[config.mk]
export PLATFORM = sky130hd
export DESIGN_NAME = pwm_update_scheduler
export DESIGN_NICKNAME = d
export VERILOG_FILES = /design/src/rtl/pwm_update_scheduler.sv
export SDC_FILE = /design/constraint.sdc
export NUM_CORES = 1
export LEC_CHECK = 0
export CAP_MARGIN = 20
export CORE_ASPECT_RATIO = 1.1
export CORE_MARGIN = 1
export CORE_UTILIZATION = 35
export DETAILED_ROUTE_END_ITERATION = 8
export PLACE_DENSITY = 0.55
export SLEW_MARGIN = 0
export SYNTH_ARGS = -nofsm -noshare
export SYNTH_HDL_FRONTEND = slang
export SYNTH_SLANG_ARGS = --single-unit
[constraint.sdc]
create_clock -name clk -period 2.2 [get_ports clk]
set_input_delay 0.44 -clock clk [delete_from_list [all_inputs] [get_ports clk]]
set_output_delay 0.44 -clock clk [all_outputs]
set_load 0.05 [all_outputs]
[src/rtl/pwm_update_scheduler.sv]
// pwm_update_scheduler
// Four free-running PWM generators with shadowed duty/divider registers.
// New configuration is only adopted at a period wrap (or on sync_restart),
// so a waveform period is never cut short or stretched mid-way. Eight
// outputs each pick a generator, or are held statically high, and are
// registered before leaving the block.
module pwm_update_scheduler (
  input  logic       clk,
  input  logic       rst_n,
  input  logic       cfg_strobe,
  input  logic       sync_restart,
  input  logic [7:0] reg_en_out,
  input  logic [7:0] reg_en_pwm_out,
  input  logic [7:0] reg_out_3_0_pwm_chanel,
  input  logic [7:0] reg_out_7_4_pwm_chanel,
  input  logic [7:0] reg_pwm_gen_0_duty_cycle,
  input  logic [7:0] reg_pwm_gen_1_duty_cycle,
  input  logic [7:0] reg_pwm_gen_2_duty_cycle,
  input  logic [7:0] reg_pwm_gen_3_duty_cycle,
  input  logic [7:0] reg_pwm_gen_1_0_frequency_divider,
  input  logic [7:0] reg_pwm_gen_3_2_frequency_divider,
  output logic [7:0] pwm_out,
  output logic [3:0] period_start,
  output logic [3:0] update_done
);

  // Live (unshadowed) configuration, one entry per generator.
  logic [7:0] duty_in [4];
  logic [3:0] div_in  [4];

  // Per-generator running state.
  logic [3:0] presc_q   [4];
  logic [7:0] cnt_q     [4];
  logic [7:0] sh_duty_q [4];
  logic [3:0] sh_div_q  [4];
  logic [3:0] pending_q;

  // Per-generator events and raw waveform.
  logic [3:0] tick;
  logic [3:0] wrap;
  logic [3:0] load;
  logic [3:0] raw_pwm;

  // Two select bits per output, output 0 in the low bits.
  logic [15:0] sel_all;
  logic [7:0]  pwm_next;

  assign duty_in[0] = reg_pwm_gen_0_duty_cycle;
  assign duty_in[1] = reg_pwm_gen_1_duty_cycle;
  assign duty_in[2] = reg_pwm_gen_2_duty_cycle;
  assign duty_in[3] = reg_pwm_gen_3_duty_cycle;

  assign div_in[0] = reg_pwm_gen_1_0_frequency_divider[3:0];
  assign div_in[1] = reg_pwm_gen_1_0_frequency_divider[7:4];
  assign div_in[2] = reg_pwm_gen_3_2_frequency_divider[3:0];
  assign div_in[3] = reg_pwm_gen_3_2_frequency_divider[7:4];

  assign sel_all = {reg_out_7_4_pwm_chanel, reg_out_3_0_pwm_chanel};

  for (genvar g = 0; g < 4; g++) begin : g_evt
    // The prescaler reaching the shadow divider advances the period counter.
    assign tick[g] = (presc_q[g] == sh_div_q[g]);
    // Last tick of the period: counter about to roll from 255 to 0.
    assign wrap[g] = tick[g] && (cnt_q[g] == 8'hFF);
    // A strobe landing on the wrap itself loads immediately instead of
    // waiting a full period in the pending flag.
    assign load[g] = wrap[g] && (pending_q[g] || cfg_strobe);
    // Duty 255 means fully on; otherwise high while the counter is below duty.
    assign raw_pwm[g] = (sh_duty_q[g] == 8'hFF) || (cnt_q[g] < sh_duty_q[g]);
  end

  // Route each output to its selected generator, or hold it high in static mode.
  always_comb begin
    pwm_next = '0;
    for (int i = 0; i < 8; i++) begin
      pwm_next[i] = reg_en_out[i] &
                    (reg_en_pwm_out[i] ? raw_pwm[sel_all[2*i +: 2]] : 1'b1);
    end
  end

  // Prescalers and period counters; sync_restart realigns all generators.
  always_ff @(posedge clk or negedge rst_n) begin
    if (!rst_n) begin
      for (int g = 0; g < 4; g++) begin
        presc_q[g] <= '0;
        cnt_q[g]   <= '0;
      end
    end else if (sync_restart) begin
      for (int g = 0; g < 4; g++) begin
        presc_q[g] <= '0;
        cnt_q[g]   <= '0;
      end
    end else begin
      for (int g = 0; g < 4; g++) begin
        presc_q[g] <= tick[g] ? 4'd0 : presc_q[g] + 4'd1;
        if (tick[g]) begin
          cnt_q[g] <= cnt_q[g] + 8'd1;
        end
      end
    end
  end

  // Shadow registers change only at a wrap with an update queued, or on restart.
  always_ff @(posedge clk or negedge rst_n) begin
    if (!rst_n) begin
      for (int g = 0; g < 4; g++) begin
        sh_duty_q[g] <= '0;
        sh_div_q[g]  <= '0;
      end
    end else begin
      for (int g = 0; g < 4; g++) begin
        if (sync_restart || load[g]) begin
          sh_duty_q[g] <= duty_in[g];
          sh_div_q[g]  <= div_in[g];
        end
      end
    end
  end

  // Pending flags queue a strobe until the owning generator's next wrap.
  always_ff @(posedge clk or negedge rst_n) begin
    if (!rst_n) begin
      pending_q <= '0;
    end else if (sync_restart) begin
      pending_q <= '0;
    end else begin
      pending_q <= (pending_q | {4{cfg_strobe}}) & ~load;
    end
  end

  // Status pulses trail the event that caused them by one clock.
  always_ff @(posedge clk or negedge rst_n) begin
    if (!rst_n) begin
      period_start <= '0;
      update_done  <= '0;
    end else if (sync_restart) begin
      period_start <= 4'hF;
      update_done  <= 4'hF;
    end else begin
      period_start <= wrap;
      update_done  <= load;
    end
  end

  // Output pins are registered so they never glitch on select/enable changes.
  always_ff @(posedge clk or negedge rst_n) begin
    if (!rst_n) begin
      pwm_out <= '0;
    end else begin
      pwm_out <= pwm_next;
    end
  end

endmodule

Yosys cells after proc, flatten, opt, wreduce, memory -nomap -nowiden
Cells that the tools add are included.
W data, S select, Z words.
{ "classes": {"bitwise": 11, "mux": 37, "addsub": 8, "reduce_logical": 24, "order_cmp": 12, "eq_ne": 12} }
{ "ops": {"columns": ["op", "count"], "rows": [
  ["$eq A8 B8 Y1 const B", 8],
  ["$add A8 B1 Y8 const B", 4],
  ["$lt A8 B8 Y1", 4],
  ["$mux W32", 1],
  ["$mux W8", 4],
  ["$mux W4", 7],
  ["$lt A2 B3 Y1 const B", 8],
  ["$add A4 B1 Y4 const B", 4],
  ["$bmux W1 S2", 8],
  ["$eq A4 B4 Y1", 4],
  ["$mux W1", 16],
  ["$mux W16", 1],
  ["$logic_or A1 B1 Y1", 12],
  ["$and A1 B1 Y1", 8],
  ["$logic_and A1 B1 Y1", 8],
  ["$reduce_bool A2 Y1", 4],
  ["$and A4 B4 Y4", 1],
  ["$not A4 Y4", 1],
  ["$or A4 B4 Y4", 1]
]} }
{ "totals": {"word_cells": 124, "output_inout_bits": 16, "inputBits": 84, "ff_bits": 116} }

Longest topological paths before layout
{ "logic_depth": {"ltp_word": 6, "ltp_mapped": 7} }

Worst setup path after synthesis
Ideal clock, no wire load.
{ "synth_timing": {"path_type": "flip-flop to flip-flop", "startpoint": "register cnt_q[30] in the netlist's numbering", "endpoint": "register pwm_out[0]", "path_slack_ps": 392, "setup_ps": 104, "required_time_ps": 2096, "arrival_ps": 1704, "stages_incl_launch_ff": 7, "path_buffers": 0, "cell_sequence": "dfrtp_1 -> ha_1 -> a21o_1 -> a221oi_1 -> o31a_2 -> o32ai_1 -> a221oi_1"} }
{ "synth_between": {"elab_chain_len": 6} }
{ "synth_rtl": {"columns": ["element", "line_no", "rtl"], "rows": [
  ["start: declaration", "33", "logic [7:0] cnt_q [4];"],
  ["start signal: indexed assignment", "97", "cnt_q[g] <= cnt_q[g] + 8'd1;"],
  ["$lt A8 B8 Y1", "69", "assign raw_pwm[g] = (sh_duty_q[g] == 8'hFF) || (cnt_q[g] < sh_duty_q[g]);"],
  ["$logic_or A1 B1 Y1", "69", null],
  ["$bmux W1 S2", "77", "(reg_en_pwm_out[i] ? raw_pwm[sel_all[2*i +: 2]] : 1'b1);"],
  ["$mux W1 (implied by the code)", "77", null],
  ["$mux W1", "77", null],
  ["$and A1 B1 Y1", "76", "pwm_next[i] = reg_en_out[i] &"],
  ["via pwm_next[0]", "46", "logic [7:0] pwm_next;"],
  ["end signal: assignment", "150", "pwm_out <= pwm_next;"],
  ["end: declaration", "22", "output logic [7:0] pwm_out,"]
]} }
The timed path passes the listed nets, and every way through them passes these cells. The select of a mux whose other input is x is not followed.
A chain may end at the register's enable or synchronous reset.

Worst setup path in the final report
{ "layout_timing": {"startpoint": "register cnt_q[30] in the netlist's numbering", "endpoint": "register pwm_out[4]"} }
The elaborated chain is that of the path after synthesis.

==> flow_summary_export.csv <==
group,metric,value,unit
layout,n_fill_cell,1497,
logic_synthesis,syn-cell-area,5970,sq um
drt,vias,4610,
floorplanning,core,16500,sq um
drt,routed.top_layer,"met4",
sta,grt_setup_unrepaired,"true",
sta,finalClockSkew,0.0135,ns
clocking,clock-root-buffer,"clkbuf_16",
floorplanning,die-area,17600,sq um
global_routing,grt-ovfl-total,0,
floorplanning,die_width,127,um
drt,met3WireLength,481,um
setup_path,worstPathMaxFanout,8,
logic_synthesis,synthArstFlopShare,1.00,
drt,m1WireLength,6150,um
sta,fin_setup_tns,0,ns
logic_synthesis,synthesis.instances,565,
layout,antenna-diode-count,0,
logic_synthesis,ys_seq_area_frac,0.486,
global_routing,grt_util_all_layers,0.166,
place,place.port_buffers,99,
setup_path,r2r_cells,6,
clocking,path_clk_slew,0.06,ns
setup_path,worstPathRequired,2.50,ns
power,total_power,6.23,mW
global_routing,grt_pass1_vias,4801,
drt,drt_iter0_drc,227,
global_routing,grt_max_degree,46,
setup_path,critPathKind,"flop to flop",
clocking,cts_sinks,116,
sta,fin_crit_sh,0.928,
clocking,clk-insertion-delay-late,0.42,ns
floorplanning,rows,49,
drt,vias_per_cell,5.09,
logic_synthesis,synth_edf_count,0,
drt,drc,0,
logic_synthesis,yosys_warnings,0,
setup_path,cp-start-kind,"flop",
layout,syn_to_final_growth,33.8,%
place,gp_congestion,0.779,
sta,min_period,2.04,ns
floorplanning,ios,100,
clocking,cts_buffers,17,
clocking,cts_tree,"done",
sta,tightest_slew,0.610,ns
setup_path,r2r_start,"cnt_q[30]",
drt,met2WireLength,6790,um
sta,relSlewSlack,0.593,
logic_synthesis,yosys_most_used_dff,"dfrtp_1",
layout,nNetsFinal,808,
global_routing,grt_pass1_wl,23100,um
clocking,clockBufferDepth,2,
layout,layout-drive-gt1-share,0.141,
drt,wl_per_cell,15.0,um
clocking,htree_levels,4,
power,ir_drop,0.000545,V
logic_synthesis,synth.avg_cell_area,10.6,sq um
logic_synthesis,synth-seq-cells,116,
setup_path,end_kind,"flop",
setup_path,r2r_setup_slack,0.16,ns
sta,finalSetupViolations,0,
power,leakage,3.59,nW
floorplanning,start_util,0.362,
floorplanning,die-height,139,um
sta,hold_violations,0,
setup_path,worstPathArrival,2.34,ns
place,dp_hpwl,10200,um
logic_synthesis,synth_cell_types,44,
power,powerDensity,780,nW/um^2
min_path,hold_class,"input port to async pin",
drt,routed_wirelength,13600,um
outcome,status,"complete, no violations",
sta,max_freq,490,MHz
logic_synthesis,synth_fp_nets,685,
sta,slew_viol_final,0,
drt,final_antenna_net_count,0,
setup_path,rr_endpoint,"pwm_out[4]",
drt,dr.pass1.iters,4,
global_routing,antenna_found_initial,0,
flow_run,maxCapViolCount,0,
[metrics by stage]
| stage | worst slack, ns | std cells | hold WS (ns) | instance area [sq um] | utilization |
|---|---|---|---|---|---|
| 6_report | 0.157 | 905 | 0.0216 | 7990 | 0.485 |
| 5_1_grt | -0.0148 | 905 | 0.0607 | 7990 | 0.485 |
| 4_1_cts | 0.0818 | 905 | 0.0453 | 7980 | 0.484 |
| 3_5_place_dp | 0.00372 | 873 | 0.491 | 7340 | 0.445 |
| 3_3_place_gp | 0.00973 | 873 | 0.489 | 7340 | 0.445 |
| 2_1_floorplan | 0.392 | 565 | 0.144 | 5970 | - |
[kinds of logic (layout without fill, tap and decap cells)]
family	after synthesis	after routing	synth area share
and+or+nand+nor	175	175	0.146
DFF	116	116	0.486
AOI/OAI and AO/OA	84	84	0.106
buffers and inverters	70	206	0.0486
xor gates and xnor gates	46	46	0.0675
muxes	38	38	0.0708
adders and majority gates	36	36	0.0754
[final cells by class]
type / instances / area, sq um / area share
sequential: 116 / 2900 / 0.363
inverter: 53 / 199 / 0.0249
clock buffer: 23 / 468 / 0.0586
timing repair buffer: 121 / 1200 / 0.151
tap: 204 / 255 / 0.0319
clock inverter: 9 / 175 / 0.0219
multi-input combinational: 379 / 2790 / 0.349
[cell usage in the layout (no fill, tap or decap), types with 16 or more instances in the layout]
master	synthesis	final
xnor2_1	30	30
buf_4	4	19
ha_1	36	36
clkdlybuf4s50_1	0	98
xor2_1	16	16
inv_1	53	53
mux2_2	34	34
nor2_1	47	47
o21ai_0	22	22
nand4_1	23	23
nand2_1	39	39
dfrtp_1	116	116
clkbuf_16	0	17
[per-layer routing]
| metal | up-vias | global-route usage |
|---|---|---|
| met1 | 2265 | 0.206 |
| li1 | 2239 | - |
| met2 | 88 | 0.277 |
| met3 | 18 | 0.0405 |
| met5 | - | 0 |
| met4 | 0 | 0.0628 |
[report_power, final]
part	internal [mW]	switching, mW
Clock	2.06	0.969
Sequential	2.28	0.111
Combinational	0.414	0.389
Total	4.76	1.47
[critical path, stage by stage, from the launching register on]
cell and delay (ns):
dfrtp_1 0.41, ha_1 0.32, a21o_1 0.18, a221oi_1 0.29
o31a_2 0.31, o32ai_1 0.12, a221oi_1 0.29
[cells in the mapped netlist (all sizes together), types with 3 or more instances]
| cell | count | area (sq um) |
|---|---|---|
| o32ai | 8 | 70.1 |
| or4 | 3 | 26.3 |
| nand2b | 4 | 25.0 |
| xor2 | 16 | 140 |
| nand2 | 39 | 146 |
| dfrtp | 116 | 2900 |
| a221oi | 10 | 87.6 |
| nand3 | 11 | 60.1 |
| nor2 | 47 | 176 |
| and2 | 8 | 50.1 |
| a32oi | 8 | 70.1 |
| a21oi | 8 | 40.0 |
| mux2i | 4 | 40.0 |
| a31oi | 8 | 50.1 |
| nor2b | 8 | 50.1 |
| nor3 | 10 | 50.1 |
| buf | 10 | 65.1 |
| o21ai | 26 | 160 |
| clkbuf | 7 | 26.3 |
| ha | 36 | 450 |
| or3 | 6 | 37.5 |
| xnor2 | 30 | 263 |
| and3 | 10 | 62.6 |
| inv | 53 | 199 |
| mux2 | 34 | 383 |
| nand4 | 23 | 144 |
[registers in the layout (all words and copies together), names as in the netlist]
| name | flops |
|---|---|
| pwm_out | 8 |
| presc_q | 16 |
| update_done | 4 |
| sh_duty_q | 32 |
| sh_div_q | 16 |
| period_start | 4 |
| cnt_q | 32 |
| pending_q | 4 |
[worst max path at each step]
stage / start / end / slack, ns / cells past startpoint
after floorplan: cnt_q[30] / pwm_out[0] / 0.39 / 6
after detailed placement: cfg_strobe / sh_div_q[15] / 0.004 / 5
after global routing: cnt_q[22] / pwm_out[0] / -0.01 / 6
after global placement: cfg_strobe / sh_div_q[15] / 0.01 / 5
final: cnt_q[30] / pwm_out[4] / 0.16 / 6
after CTS: cnt_q[7] / pwm_out[2] / 0.08 / 6
[what timing repair did]
action / CTS / global route
gates resized for setup: 0 / 3
hold buffers: 0 / 0
setup buffers: 0 / 0
setup endpoints to repair: 0 / 8
No activity file was read; power rests on OpenSTA's default activity.
